File: config.mk
export PLATFORM = sky130hd
export DESIGN_NAME = cn_page_reader_flat
export DESIGN_NICKNAME = d
export VERILOG_FILES = /design/src/rtl/cn_page_reader_if.sv /design/src/rtl/cn_page_reader.sv /design/src/flat_wrapper.sv
export SDC_FILE = /design/constraint.sdc
export NUM_CORES = 1
export LEC_CHECK = 0
export BUFFER_PORTS_ARGS = -buffer_cell sky130_fd_sc_hd__buf_2
export CAP_MARGIN = 10
export CORE_MARGIN = 1.5
export CORE_UTILIZATION = 40
export CTS_CLUSTER_DIAMETER = 30
export CTS_CLUSTER_SIZE = 8
export DETAILED_ROUTE_END_ITERATION = 7
export REMOVE_ABC_BUFFERS = 1
export SKIP_CTS_REPAIR_TIMING = 1
export SYNTH_ARGS = -nofsm -noshare
export SYNTH_HDL_FRONTEND = slang
export SYNTH_SLANG_ARGS = --single-unit
File: constraint.sdc
create_clock -name read_clk -period 1.55 [get_ports read_clk]
set_clock_uncertainty 0.2 [all_clocks]
set_input_delay 0.0775 -clock read_clk [delete_from_list [all_inputs] [get_ports read_clk]]
set_output_delay 0.0775 -clock read_clk [all_outputs]
set_load 0.1 [all_outputs]
File: src/rtl/cn_page_reader_if.sv
// rtl/cn_page_reader_if.sv - Bundle of the CN page reader's writer, RAM and evaluator-side signals
// Purpose: groups every non-clock/reset port of cn_page_reader.
// Ports (master = reader side):
//   wr_iter_finish  writer bank-full pulse                 (in to master)
//   ram_dout        LUT RAM read data, 1 cycle after rd_en (in to master)
//   page_ready      evaluator ready                        (in to master)
//   rd_en, rd_page_addr, rd_bank     RAM read request      (out of master)
//   page_data, page_valid, page_last page stream           (out of master)
//   bank_release, iter_cnt, decode_done, ovf_err status    (out of master)
interface cn_page_reader_if #(
    parameter int ROM_RD_BW    = 6,
    parameter int PAGE_ADDR_BW = 5,
    parameter int ITER_ADDR_BW = 6
);
    logic                    wr_iter_finish;
    logic [ROM_RD_BW-1:0]    ram_dout;
    logic                    rd_en;
    logic [PAGE_ADDR_BW-1:0] rd_page_addr;
    logic                    rd_bank;
    logic [ROM_RD_BW-1:0]    page_data;
    logic                    page_valid;
    logic                    page_ready;
    logic                    page_last;
    logic                    bank_release;
    logic [ITER_ADDR_BW-1:0] iter_cnt;
    logic                    decode_done;
    logic                    ovf_err;

    modport master (
        input  wr_iter_finish, ram_dout, page_ready,
        output rd_en, rd_page_addr, rd_bank, page_data, page_valid, page_last,
               bank_release, iter_cnt, decode_done, ovf_err
    );

    modport slave (
        output wr_iter_finish, ram_dout, page_ready,
        input  rd_en, rd_page_addr, rd_bank, page_data, page_valid, page_last,
               bank_release, iter_cnt, decode_done, ovf_err
    );
endinterface

File: src/rtl/cn_page_reader.sv
// rtl/cn_page_reader.sv - Ping-pong CN LUT bank reader feeding pages to the CN evaluator
// Purpose: waits for the writer to fill a bank, reads its CN_LOAD_CYCLE pages
//   through a 2-entry output FIFO with valid/ready flow control, releases the
//   bank after the last page, and stops after MAX_ITER banks.
// Ports:
//   read_clk  clock, all state on rising edge
//   rst       asynchronous active-high reset
//   bus       cn_page_reader_if.master (writer pulse, RAM read port, page
//             stream, bank_release, iter_cnt, decode_done, ovf_err)
// Optional feature: define CN_READ_OVF_CHECK_EN to build the bank overflow
//   detector; without it ovf_err is tied to 0.
module cn_page_reader #(
    parameter int ROM_RD_BW     = 6,
    parameter int PAGE_ADDR_BW  = 5,
    parameter int CN_LOAD_CYCLE = 32,
    parameter int ITER_ADDR_BW  = 6,
    parameter int MAX_ITER      = 50
) (
    input logic              read_clk,
    input logic              rst,
    cn_page_reader_if.master bus
);
    localparam logic [PAGE_ADDR_BW-1:0] LAST_PAGE  = PAGE_ADDR_BW'(CN_LOAD_CYCLE - 1);
    localparam logic [ITER_ADDR_BW-1:0] MAX_ITER_V = ITER_ADDR_BW'(MAX_ITER);
    localparam logic [ITER_ADDR_BW-1:0] LAST_ITER  = ITER_ADDR_BW'(MAX_ITER - 1);

    typedef enum logic [1:0] {S_IDLE, S_READ, S_DRAIN, S_DONE} state_t;

    state_t                  state_q, state_d;
    logic [1:0]              bank_full_q, bank_full_d;
    logic                    wr_ptr_q, wr_ptr_d;
    logic                    rd_bank_q, rd_bank_d;
    logic [PAGE_ADDR_BW-1:0] addr_q, addr_d;
    logic [ITER_ADDR_BW-1:0] iter_q, iter_d;
    logic                    inflight_q, inflight_d;
    logic                    inflight_last_q, inflight_last_d;
    logic [ROM_RD_BW-1:0]    fifo_data_q [2];
    logic [ROM_RD_BW-1:0]    fifo_data_d [2];
    logic [1:0]              fifo_last_q, fifo_last_d;
    logic                    fifo_wr_q, fifo_wr_d;
    logic                    fifo_rd_q, fifo_rd_d;
    logic [1:0]              fifo_cnt_q, fifo_cnt_d;

    logic       fifo_valid;
    logic       fifo_pop;
    logic       last_xfer;
    logic [1:0] eff_occ;
    logic       room;
    logic       issue;
    logic [1:0] set_vec;
    logic [1:0] clr_vec;

    // Occupancy counts the entry leaving this cycle as already gone; without
    // that the 2-entry FIFO could only sustain one page every other cycle.
    assign fifo_valid = (fifo_cnt_q != 2'd0);
    assign fifo_pop   = fifo_valid & bus.page_ready;
    assign last_xfer  = fifo_pop & fifo_last_q[fifo_rd_q];
    assign eff_occ    = fifo_cnt_q - {1'b0, fifo_pop};
    assign room       = (({1'b0, eff_occ} + {2'b00, inflight_q}) < 3'd2);

    assign set_vec = bus.wr_iter_finish ? (wr_ptr_q ? 2'b10 : 2'b01) : 2'b00;
    assign clr_vec = last_xfer ? (rd_bank_q ? 2'b10 : 2'b01) : 2'b00;

    // FSM: state register
    always_ff @(posedge read_clk or posedge rst) begin
        if (rst) begin
            state_q <= S_IDLE;
        end else begin
            state_q <= state_d;
        end
    end

    // FSM: next state
    always_comb begin
        state_d = state_q;
        case (state_q)
            S_IDLE:  if (bank_full_q[rd_bank_q]) state_d = S_READ;
            S_READ:  if (issue && (addr_q == LAST_PAGE)) state_d = S_DRAIN;
            S_DRAIN: if (last_xfer) state_d = (iter_q == LAST_ITER) ? S_DONE : S_IDLE;
            S_DONE:  state_d = S_DONE;
            default: state_d = S_IDLE;
        endcase
    end

    // FSM: outputs
    always_comb begin
        issue = (state_q == S_READ) && room;
    end

    // Datapath next-state
    always_comb begin
        bank_full_d     = (bank_full_q & ~clr_vec) | set_vec;  // a set in the clear cycle wins
        wr_ptr_d        = wr_ptr_q ^ bus.wr_iter_finish;
        rd_bank_d       = rd_bank_q ^ last_xfer;
        iter_d          = (last_xfer && (iter_q != MAX_ITER_V)) ? iter_q + 1'b1 : iter_q;
        addr_d          = addr_q;
        inflight_d      = issue;
        inflight_last_d = issue && (addr_q == LAST_PAGE);
        fifo_data_d     = fifo_data_q;
        fifo_last_d     = fifo_last_q;
        fifo_wr_d       = fifo_wr_q;
        fifo_rd_d       = fifo_rd_q;
        fifo_cnt_d      = fifo_cnt_q + {1'b0, inflight_q} - {1'b0, fifo_pop};

        if (issue) begin
            addr_d = (addr_q == LAST_PAGE) ? '0 : addr_q + 1'b1;
        end
        // RAM data for last cycle's read arrives now; room was reserved at issue.
        if (inflight_q) begin
            fifo_data_d[fifo_wr_q] = bus.ram_dout;
            fifo_last_d[fifo_wr_q] = inflight_last_q;
            fifo_wr_d              = ~fifo_wr_q;
        end
        if (fifo_pop) begin
            fifo_rd_d = ~fifo_rd_q;
        end
    end

    always_ff @(posedge read_clk or posedge rst) begin
        if (rst) begin
            bank_full_q     <= '0;
            wr_ptr_q        <= 1'b0;
            rd_bank_q       <= 1'b0;
            addr_q          <= '0;
            iter_q          <= '0;
            inflight_q      <= 1'b0;
            inflight_last_q <= 1'b0;
            fifo_data_q[0]  <= '0;
            fifo_data_q[1]  <= '0;
            fifo_last_q     <= '0;
            fifo_wr_q       <= 1'b0;
            fifo_rd_q       <= 1'b0;
            fifo_cnt_q      <= '0;
        end else begin
            bank_full_q     <= bank_full_d;
            wr_ptr_q        <= wr_ptr_d;
            rd_bank_q       <= rd_bank_d;
            addr_q          <= addr_d;
            iter_q          <= iter_d;
            inflight_q      <= inflight_d;
            inflight_last_q <= inflight_last_d;
            fifo_data_q     <= fifo_data_d;
            fifo_last_q     <= fifo_last_d;
            fifo_wr_q       <= fifo_wr_d;
            fifo_rd_q       <= fifo_rd_d;
            fifo_cnt_q      <= fifo_cnt_d;
        end
    end

`ifdef CN_READ_OVF_CHECK_EN
    logic ovf_q, ovf_d;

    // Overflow only when the target bank is full and not being freed this cycle.
    always_comb begin
        ovf_d = ovf_q | (bus.wr_iter_finish & bank_full_q[wr_ptr_q] & ~clr_vec[wr_ptr_q]);
    end

    always_ff @(posedge read_clk or posedge rst) begin
        if (rst) begin
            ovf_q <= 1'b0;
        end else begin
            ovf_q <= ovf_d;
        end
    end

    assign bus.ovf_err = ovf_q;
`else
    assign bus.ovf_err = 1'b0;
`endif

    assign bus.rd_en        = issue;
    assign bus.rd_page_addr = addr_q;
    assign bus.rd_bank      = rd_bank_q;
    assign bus.page_valid   = fifo_valid;
    assign bus.page_data    = fifo_valid ? fifo_data_q[fifo_rd_q] : '0;
    assign bus.page_last    = fifo_valid & fifo_last_q[fifo_rd_q];
    assign bus.bank_release = last_xfer;
    assign bus.iter_cnt     = iter_q;
    assign bus.decode_done  = (state_q == S_DONE);
endmodule

File: src/flat_wrapper.sv
// flat-port wrapper written by rule: the top's interface ports become plain ports
module cn_page_reader_flat 
#(
    parameter int ROM_RD_BW     = 6,
    parameter int PAGE_ADDR_BW  = 5,
    parameter int CN_LOAD_CYCLE = 32,
    parameter int ITER_ADDR_BW  = 6,
    parameter int MAX_ITER      = 50
)
  (read_clk, rst, bus_wr_iter_finish, bus_ram_dout, bus_page_ready, bus_rd_en, bus_rd_page_addr, bus_rd_bank, bus_page_data, bus_page_valid, bus_page_last, bus_bank_release, bus_iter_cnt, bus_decode_done, bus_ovf_err);
  cn_page_reader_if #(.ROM_RD_BW(ROM_RD_BW), .PAGE_ADDR_BW(PAGE_ADDR_BW), .ITER_ADDR_BW(ITER_ADDR_BW)) bus_i ();
  input logic read_clk;
  input logic rst;
  input wire logic [$bits(bus_i.wr_iter_finish)-1:0] bus_wr_iter_finish;
  input wire logic [$bits(bus_i.ram_dout)-1:0] bus_ram_dout;
  input wire logic [$bits(bus_i.page_ready)-1:0] bus_page_ready;
  output wire logic [$bits(bus_i.rd_en)-1:0] bus_rd_en;
  output wire logic [$bits(bus_i.rd_page_addr)-1:0] bus_rd_page_addr;
  output wire logic [$bits(bus_i.rd_bank)-1:0] bus_rd_bank;
  output wire logic [$bits(bus_i.page_data)-1:0] bus_page_data;
  output wire logic [$bits(bus_i.page_valid)-1:0] bus_page_valid;
  output wire logic [$bits(bus_i.page_last)-1:0] bus_page_last;
  output wire logic [$bits(bus_i.bank_release)-1:0] bus_bank_release;
  output wire logic [$bits(bus_i.iter_cnt)-1:0] bus_iter_cnt;
  output wire logic [$bits(bus_i.decode_done)-1:0] bus_decode_done;
  output wire logic [$bits(bus_i.ovf_err)-1:0] bus_ovf_err;
  assign bus_i.wr_iter_finish = bus_wr_iter_finish;
  assign bus_i.ram_dout = bus_ram_dout;
  assign bus_i.page_ready = bus_page_ready;
  assign bus_rd_en = bus_i.rd_en;
  assign bus_rd_page_addr = bus_i.rd_page_addr;
  assign bus_rd_bank = bus_i.rd_bank;
  assign bus_page_data = bus_i.page_data;
  assign bus_page_valid = bus_i.page_valid;
  assign bus_page_last = bus_i.page_last;
  assign bus_bank_release = bus_i.bank_release;
  assign bus_iter_cnt = bus_i.iter_cnt;
  assign bus_decode_done = bus_i.decode_done;
  assign bus_ovf_err = bus_i.ovf_err;
  cn_page_reader #(.ROM_RD_BW(ROM_RD_BW), .PAGE_ADDR_BW(PAGE_ADDR_BW), .CN_LOAD_CYCLE(CN_LOAD_CYCLE), .ITER_ADDR_BW(ITER_ADDR_BW), .MAX_ITER(MAX_ITER)) u_core (.read_clk(read_clk), .rst(rst), .bus(bus_i));
endmodule
# Yosys cells after proc, flatten, opt, wreduce, memory -nomap -nowiden
# Index checks and enable logic that the tools add are counted.
# Widths: inputs -> output; s select.
# word_totals
reg_bits	37
latchBits	0
ramBits	0
mem_bits_ro	0
in_bits	10
output_inout_bits	24
word_cells	81
n_memories	0
# classes
n_addsub	6
n_mul	0
n_div	0
n_lt_le_gt_ge	8
n_eq_ne	9
n_shift	0
muxes	24
bitwise_logic	12
n_reduce_logical	8
# ops
operator	count
$mux 6	5
$mux 2	8
$bwmux 12	1
$pmux 2 s4	1
$add 6x1->6 const B	1
$demux 6 s1	1
$eq 6x6->1 const B	1
$lt 1x2->1 const B	3
$ne 2x1->1 const B	3
$ne 6x6->1 const B	1
$add 5x1->5 const B	1
$eq 5x5->1 const B	1
$logic_and 1x1->1	5
$mux 1	5
$mux 5	1
$eq 2x2->1 const B	2
$ge 2x2->1 const B	2
$not 1->2	2
$sub 2x1->2	2
$add 2x1->3	1
$and 1x1->1	3
$lt 3x2->1 const B	1
$reduce_and 3->1	1
$add 2x1->2	1
other kinds (12)	14

# Depth between registers and ports, before layout
# Gate-level depths: netlist of run 1.
# logic_depth
ltp_word	9
depth_mapped	6
depth_no_buf	6

# Least setup slack after synthesis of run 1
# No wires, ideal clock.
# synth_timing
kind	register to register
startpoint	register u_core.addr_q[0] (netlist: u_core.bus.rd_page_addr[0])
endpoint	register u_core.state_q[1]
setup_ps	94
arrival_ps	1976
t_required_ps	1256
path_slack_ps	-720
path_stages_with_launch	6
n_path_buf	0
cell_sequence	dfrtp_1 ha_1 and3_1 ha_1 o211ai_1 a211oi_1
# synth_between
elab_chain_cells	4
# synth_lines
element	line	source
from (decl)	cn_page_reader.sv:33	logic [PAGE_ADDR_BW-1:0] addr_q, addr_d;
from (signal assigned)	cn_page_reader.sv:138	addr_q <= addr_d;
$eq 5x5->1	cn_page_reader.sv:78	S_READ: if (issue && (addr_q == LAST_PAGE)) state_d = S_DRAIN;
$logic_and 1x1->1	cn_page_reader.sv:78	
$ne 2x1->1 (no source line)	n/a	
$reduce_and 3->1 (no source line)	n/a	
to (signal assigned)	cn_page_reader.sv:69	state_q <= state_d;
to (decl)	cn_page_reader.sv:29	state_t state_q, state_d;
# No other way between the ends.
# A chain may end at the register's enable or synchronous reset.

# Final worst setup path of run 1
# layout_timing
startpoint	register u_core.fifo_cnt_q[1]
endpoint	output port bus_rd_en
# layout_between
elab_chain_cells	6
# layout_lines
element	line	source
from (decl)	cn_page_reader.sv:42	logic [1:0] fifo_cnt_q, fifo_cnt_d;
from (signal assigned)	cn_page_reader.sv:146	fifo_cnt_q <= fifo_cnt_d;
$reduce_bool 2->1	cn_page_reader.sv:55	assign fifo_valid = (fifo_cnt_q != 2'd0);
$and 1x1->1	cn_page_reader.sv:56	assign fifo_pop = fifo_valid & bus.page_ready;
$sub 2x1->2 *	cn_page_reader.sv:58	assign eff_occ = fifo_cnt_q - {1'b0, fifo_pop};
$add 2x1->3 *	cn_page_reader.sv:59	assign room = (({1'b0, eff_occ} + {2'b00, inflight_q}) < 3'd2);
$lt 3x2->1 *	cn_page_reader.sv:59	
$logic_and 1x1->1 *	cn_page_reader.sv:87	issue = (state_q == S_READ) && room;
to (decl)	flat_wrapper.sv:17	output wire logic [$bits(bus_i.rd_en)-1:0] bus_rd_en;
# Mark *: on every way between the ends. The rest lies on a longest branch, timed or not.

==> results of run 1 <==
synth_stat cells (3+ instances only):
cell                       instances  area (um^2)
sky130_fd_sc_hd__inv_1            15        56.30
sky130_fd_sc_hd__xnor2_1           8        70.07
sky130_fd_sc_hd__mux2i_1           8        80.08
sky130_fd_sc_hd__nor2_1            9        33.78
sky130_fd_sc_hd__nand3_1           3        15.01
sky130_fd_sc_hd__mux2_2           15        168.9
sky130_fd_sc_hd__ha_1             10        125.1
sky130_fd_sc_hd__o211ai_1          4        30.03
sky130_fd_sc_hd__dfrtp_1          37        925.9
registers in the layout (all words and copies together) (netlist names), 2 cells and up:
signal,count
u_core.bus.iter_cnt,6
u_core.state_q,2
u_core.fifo_last_q,2
u_core.fifo_data_q,12
u_core.fifo_cnt_q,2
u_core.bank_full_q,2
u_core.bus.rd_page_addr,5
critical path, delay by kind of cell, from the launching register on:
family                 cells  cell delay [ns]
AOI/OAI and AO/OA          2             0.32
buffers and inverters      3             0.41
DFF                        1             0.47
logic make-up after synthesis:
logic type | after synthesis
AND/OR/NAND/NOR | 29
flip-flops | 37
buffers and inverters | 19
XOR/XNOR | 9
multiplexers | 26
other | 1
adder cells (fa/ha/maj) | 10
AO/OA/AOI/OAI | 18
metal layers:
layer / wire length, um / vias up
met5: 0 / -
met4: 57 / 0
met3: 156 / 8
met2: 2095 / 28
met1: 1727 / 688
li1: - / 676
report_power, final:
group	leakage (nW)	internal (mW)	switching, mW
Combinational	0.815	0.0455	0.0586
Clock	0.0681	0.639	0.347
Sequential	0.463	0.986	0.0123
Total	1.35	1.67	0.418
final timing paths:
kind                                  startpoint                         end  slack (ns)
setup / recovery            u_core.fifo_cnt_q[1]                   bus_rd_en       -0.20
hold / removal                    bus_page_ready            u_core.fifo_rd_q       -0.02
setup reg to reg            u_core.fifo_cnt_q[1]  u_core.bus.rd_page_addr[4]       -0.18
hold reg to reg            u_core.bank_full_q[1]       u_core.bank_full_q[1]        0.30
max in group asynchronous                    rst        u_core.fifo_cnt_q[1]        0.53
min in group asynchronous                    rst       u_core.fifo_data_q[8]        0.27
cell type report:
class	instances	area, um^2
clock inverters	3	65.06
repair buffers	79	739.5
inverters	15	56.30
fillers	345	1551
multi-input cells	93	970.9
clock buffers	5	68.82
well taps	52	65.06
flip-flops and latches	37	927.1
==> results by stage, run 1 <==
Run status:
- The run finished, with violations left.
- The checks that failed: negative hold slack, negative setup slack.

Worst setup path:
- Of all nets on the critical path, the largest fanout is 4.
- The stage delay of the slowest cell on the critical path is roughly 0.47 ns.
- The worst setup path is captured at an output pin.
- Data on the critical path arrives at its endpoint at 1.47 ns.
- The number of cells on the worst reg-to-reg path is 6.
- The kind of launch point of the worst setup path is a flop.
- The worst setup path is of the flop to output pin kind.
- The required arrival time at the worst endpoint is 1.27 ns.
- The signal on the critical path passes through buf_6 -> a21oi_4 -> o21a_4 -> buf_6 -> buf_12.
- Among all stages on the critical path, the largest delay is contributed by sky130_fd_sc_hd__dfrtp_2.
- The cell type with the highest occurrence count on the critical path is sky130_fd_sc_hd__buf_6.

Yosys:
- After synthesis, the netlist uses 42 different library cells.
- The synthesized-area fraction occupied by xor and xnor cells is 0.04203.
- Counting flops with an async set or reset pin after synthesis yields a share of 1.000.
- The Yosys step of the flow raised 0 warnings.
- The compound-gate portion of the synthesized area is 0.09273.
- The number of register bits inferred by synthesis is 37.
- The post-synthesis share of cell area spent on and, or, nand and nor gates is 0.09540.
- In this run, synthesis inferred 0 flip-flops with an integrated enable.
- The largest family of logic cells by synthesized area is multiplexers.
- The adder and majority gate portion of the synthesized area is 0.06671.
- The mean cell area of the mapped netlist is 12.59 um^2.
- The synthesized instance count is 149.
- The dominant synthesized flop cell is sky130_fd_sc_hd__dfrtp_1.
- The netlist area before placement is 1876 um^2.
- The proportion of synthesized chip area in sequential cells is 0.4937.
- Of the post-synthesis cell area, the part taken by muxes is 0.1608.

Layout:
- The total inserted antenna cells is 0.
- The layout cell share with drive strength beyond 1 is 0.5690.
- The library cell used most frequently in the layout, excluding fill and tap cells, is sky130_fd_sc_hd__dfrtp_1.
- The area added between synthesis and finish is 54.24%.
- Once layout is complete, the utilization of the core stands at 0.6509.
- The number of nets in the final layout is about 250.
- The cell area after layout is 2893 um^2.
- In the layout the commonest cells are sky130_fd_sc_hd__dfrtp_1 (36), sky130_fd_sc_hd__buf_4 (31), sky130_fd_sc_hd__buf_2 (20).
- For this run, the number of standard cells in the final layout without fillers is 284.

STA:
- The number of hold violations in the final report is 1.
- Setup repair after global routing could not meet its margin everywhere.
- The worst setup margin is -0.1997 ns.
- Hold timing on the final database bottoms out at a slack of -0.02320 ns.
- For the finished layout, the period the worst path requires is approximately 1.7 ns.
- The max-slew violation total from the final report is 0.
- Of the available clock period, the critical path in the final layout requires 1.129.
- The total of endpoints with negative setup slack in the final report is 17.
- In the final timing run, aggregate negative setup slack is -1.751 ns.
- The achievable clock frequency is between 500 and 600 MHz.

Drt:
- Detailed routing inserted a total of 1400 vias.
- The initial DRC count is 40.
- The first detailed-routing pass took 6 iterations.
- For this run, design rule violations remaining after detail routing come to 0.
- The wire length per cell is 14.21 um.
- In this run the remaining antenna-violating nets after routing total 0.
- After detailed routing, the number of vias per cell comes to 4.930.
- The final routed wirelength across all metal layers is about 4000 um.

Placement:
- The HPWL after detailed placement is 2803 um.
- Summing all placed instances gives a cell area of 2427 um^2.
- The congestion estimate from routability-driven global placement came to between 0.7 and 0.8.
- Input and output buffers added on the ports amount to 32.
- The worst-case setup slack after placement is -0.1668 ns.
- After detailed placement, the design holds a cell count of 253.

Global route:
- The initial antenna violation count is 0.
- Entering global routing, the biggest net connects 38 pins.
- The global-route usage over all layers is 0.1585.
- The met1 track utilization from global routing is 0.1953.
- The global-route track usage on met2 is 0.2690.
- In the global route stage, met3 resource usage came out at 0.04782.
- The overall overflow remaining after global route is 0.
- The first global-routing pass estimated 6292 um of wire.
- met2 is the most crowded layer.
- The number of global-route vias before repair is 1329.

Floorplanning:
- The total I/O pin count is 34.
- The initial core utilization is 0.4220.
- In this run the core area contains 24 standard-cell rows.
- The floorplan step defined a die boundary enclosing 5109 um^2.
- The vertical extent of the die is about 70 um.
- Measured along the x axis, the die boundary spans 71.48 um.
- After floorplanning, the core was sized to cover 4444 um^2.

Power:
- The power density over the cells is just over 700 nW/um^2.
- The overall power after layout is 2.089 mW.
- The total leakage power is 1.346 nW.
- The highest ir drop seen on vdd is 0.0006113 V.

Clocking:
- CTS placed an instance of sky130_fd_sc_hd__clkbuf_8 at the clock tree root.
- The number of sinks handled by clock tree synthesis is 37.
- Clock tree synthesis inserted a total of 5 buffers.
- The maximum clock path buffer count is 2.
- The CTS clock-pin slew for the worst setup and hold paths is roughly 0.080 ns.
- The number of H-tree levels is 2.
- TritonCTS built the clock tree.
- Clock latency on the worst-skew pair, taken at its later pin, is between 0.2 and 0.3 ns.

Job:
- The tool flagged a number of max-cap violations equal to 0.

Min path:
- The type of the tightest min-delay check is input pin to flop.
- Along the worst hold path, the cell count comes to 3.
Note: power is estimated with default switching activity, not from simulation.
==> run 2: changes to the inputs <==
--- a/config.mk
+++ b/config.mk
@@ -8,10 +8,11 @@
 export BUFFER_PORTS_ARGS = -buffer_cell sky130_fd_sc_hd__buf_2
 export CAP_MARGIN = 10
 export CORE_MARGIN = 1.5
-export CORE_UTILIZATION = 40
+export CORE_UTILIZATION = 45
 export CTS_CLUSTER_DIAMETER = 30
 export CTS_CLUSTER_SIZE = 8
 export DETAILED_ROUTE_END_ITERATION = 7
+export PLACE_DENSITY = 0.69
 export REMOVE_ABC_BUFFERS = 1
 export SKIP_CTS_REPAIR_TIMING = 1
 export SYNTH_ARGS = -nofsm -noshare
==> run 2 against run 1 <==
  * The run ends with negative setup slack left
  * Flip-flop and latch count did not move
  * Combinational power about the same
  * Clock power shrank 35%
  * Sequential power hardly changed
  * Critical path depth unchanged
  * Final cell count shrank 0.35%
  * Via count is 2.4% higher
  * Largest power group unchanged
==> results by stage, run 2 (same netlist as run 1, synthesis figures left out) <==
Run status:
- The run finished, with violations left.
- The checks that failed: negative setup slack.

Worst setup path:
- Traced cell by cell, the critical path runs through buf_6 -> a21oi_4 -> o21a_4 -> buf_6 -> buf_12.
- The required arrival time at the worst endpoint is 1.27 ns.
- Along the worst path, the maximum fanout reaches 4.
- The worst setup path is captured at an output pin.
- The cell class contributing the biggest share of worst-path delay is flip-flops.
- The type of the worst setup path is flop to output pin.
- The cell with the largest stage delay on the worst path is sky130_fd_sc_hd__dfrtp_2.
- For the worst setup path, the data arrival time is 1.49 ns.
- The critical path contains buffers and inverters numbering 3 combined.
- The kind of launch point of the worst setup path is a flop.
- The cell type with the highest occurrence count on the critical path is sky130_fd_sc_hd__buf_6.
- For this run, the slowest stage of the critical path takes roughly 0.44 ns.

STA:
- The number of hold violations in the final report is 0.
- The max-slew violation total from the final report is 0.
- The accumulated negative setup slack is -2.468 ns.
- Subtracting the final worst setup slack from the clock period gives 1.772 ns.
- Hold timing on the final database bottoms out at a slack of 0.04275 ns.
- Setup repair after global routing could not meet its margin everywhere.
- The worst setup margin is -0.2222 ns.
- Static timing analysis puts the maximum clock frequency at 564.3 MHz.
- In the finished design, the share of the clock period the worst path needs comes to 1.143.
- Setup violations remaining at the end of the flow were counted as 25.

Drt:
- The via density per instance is 5.067.
- The remaining design rule violation count is 0.
- The wire length per cell is roughly 14 um.
- The number of iterations in the first detailed-routing pass is 4.
- Detailed routing inserted a total of 1434 vias.
- For this block, the initial DRC count from the detailed router was 16.
- Once detail routing completed, the nets flagged for antenna violations numbered 0.
- Wires add up to 3996 um.

Placement:
- The worst-case setup slack after placement is -0.2016 ns.
- The HPWL after detailed placement is 2812 um.
- The count of input and output buffers is 32.
- Routability-driven placement finished with a final weighted congestion of just under 0.9.
- The placed cell count is 252.

Power:
- Of the total power, combinational logic draws 0.061.
- The total leakage power is 1.317 nW.
- Of the total power, the clock network draws 0.368.
- Power comes to 1.747 mW.
- The highest ir drop seen on vdd is between 0.0006 and 0.0007 V.
- The switching power is slightly above 400 uW.
- The share of total power dissipated in sequential elements is 0.571.
- The switching part of the total is 0.2305.
- The internal power of the cells totals 1.344 mW.
- The power density over the cells is 626.5 nW/um^2.

Layout:
- For this run, the number of standard cells in the final layout without fillers is 283.
- The number of antenna diodes in the final layout is 0.
- Summing all multi-input logic gate instances after layout gives 947.2 um^2.
- Fill cells in the final layout number between 200 and 300.
- In the layout the commonest cells are sky130_fd_sc_hd__dfrtp_1 (36), sky130_fd_sc_hd__buf_4 (35), sky130_fd_sc_hd__buf_2 (21).
- More flip-flops sit in one register than any other, and that register is u_core.fifo_data_q.
- The sequential cells in the finished layout cover a total of 927.1 um^2.
- The library cell used most frequently in the layout, excluding fill and tap cells, is sky130_fd_sc_hd__dfrtp_1.
- In the final layout, the share of cells above drive strength 1 is 0.5322.
- After the last flow step, the layout net total stands at 252.
- The register with the most flip-flops in the layout has 12 of them.
- The area added between synthesis and finish is 48.63%.

Floorplanning:
- The floorplan has 23 rows.
- The horizontal die dimension is 67.56 um.
- The floorplan die area is 4564 um^2.
- The total I/O pin count is 34.
- For this configuration, the core starts out at a cell density of 0.4689.
- The core footprint is 4000 um^2.
- The vertical extent of the die is 67.56 um.

Clocking:
- TritonCTS built the clock tree.
- The CTS clock-pin slew for the worst setup and hold paths is 0.07 ns.
- The number of clock buffers added by TritonCTS is 5.
- The number of H-tree levels is 2.
- The buffer type at the clock tree root is sky130_fd_sc_hd__clkbuf_8.
- The maximum clock path buffer count is 2.
- The worst-skew pair later-pin latency is 0.29 ns.
- The number of sinks handled by clock tree synthesis is 37.

Global route:
- The wire length of the first global-routing pass is 6196 um.
- Entering global routing, the biggest net connects 38 pins.
- For this run, the total global-route usage over all layers was measured as 0.1848.
- The initial antenna violation count is 0.
- The number of global-route vias before repair is 1400.
- The overall overflow remaining after global route is 0.

Min path:
- In this run the worst hold path is classified as input pin to flop.

Job:
- Max-cap violations in this run came to 0.
==> run 2: routing by layer <==
metal	global-route usage	vias to the layer above	part of all wire	routed length, um
met5	0	-	0	0
met4	0.08673	0	0.014	55
met3	0.04167	6	0.042	167
met2	0.3150	45	0.53	2113
met1	0.2199	704	0.42	1659
li1	-	679	-	-
==> run 2: through the flow <==
| stage | cell area, um^2 | utilization |
|---|---|---|
| after detailed placement | 2405 | 0.6012 |
| after global routing | 2788 | 0.6969 |
| after global placement | 2405 | 0.6012 |
| final | 2788 | 0.6969 |
| after floorplan | 1844 | - |
| after CTS | 2487 | 0.6218 |
==> run 2: area by class of cell <==
type,count,area share
Clock buffer,6,0.02603
Clock inverter,2,0.003591
Inverter,15,0.02020
Multi-Input combinational cell,93,0.3398
Sequential cell,37,0.3326
Tap cell,50,0.02244
Timing Repair Buffer,80,0.2554
==> run 2: worst paths after layout <==
| kind | depth (start not counted) | slack, ns | from | to |
|---|---|---|---|---|
| hold reg to reg | 1 | 0.29 | u_core.bank_full_q[0] | u_core.bank_full_q[0] |
| setup reg to reg | 5 | -0.14 | u_core.fifo_cnt_q[1] | u_core.fifo_cnt_q[0] |
| setup / recovery | 5 | -0.22 | u_core.fifo_cnt_q[1] | bus_rd_en |
| hold / removal | 4 | 0.04 | bus_page_ready | u_core.fifo_rd_q |
| max in group asynchronous | 4 | 0.56 | rst | u_core.fifo_cnt_q[1] |
| min in group asynchronous | 4 | 0.25 | rst | u_core.state_q[1] |
==> run 2: worst min-delay path, cell delays in order <==
cell and delay (ns):
sky130_fd_sc_hd__buf_2 0.14, sky130_fd_sc_hd__o21ai_4 0.11, sky130_fd_sc_hd__buf_4 0.12, sky130_fd_sc_hd__xnor2_1 0.05
==> run 2: power groups by stage <==
stage,clock (mW),combinational [mW],sequential (mW)
after floorplan,0,0.0572,1.01
after global placement,0,0.0846,1.01
after detailed placement,0,0.0948,1.02
after CTS,0.660,0.0947,0.998
after global routing,0.698,0.124,0.999
final,0.642,0.107,0.998
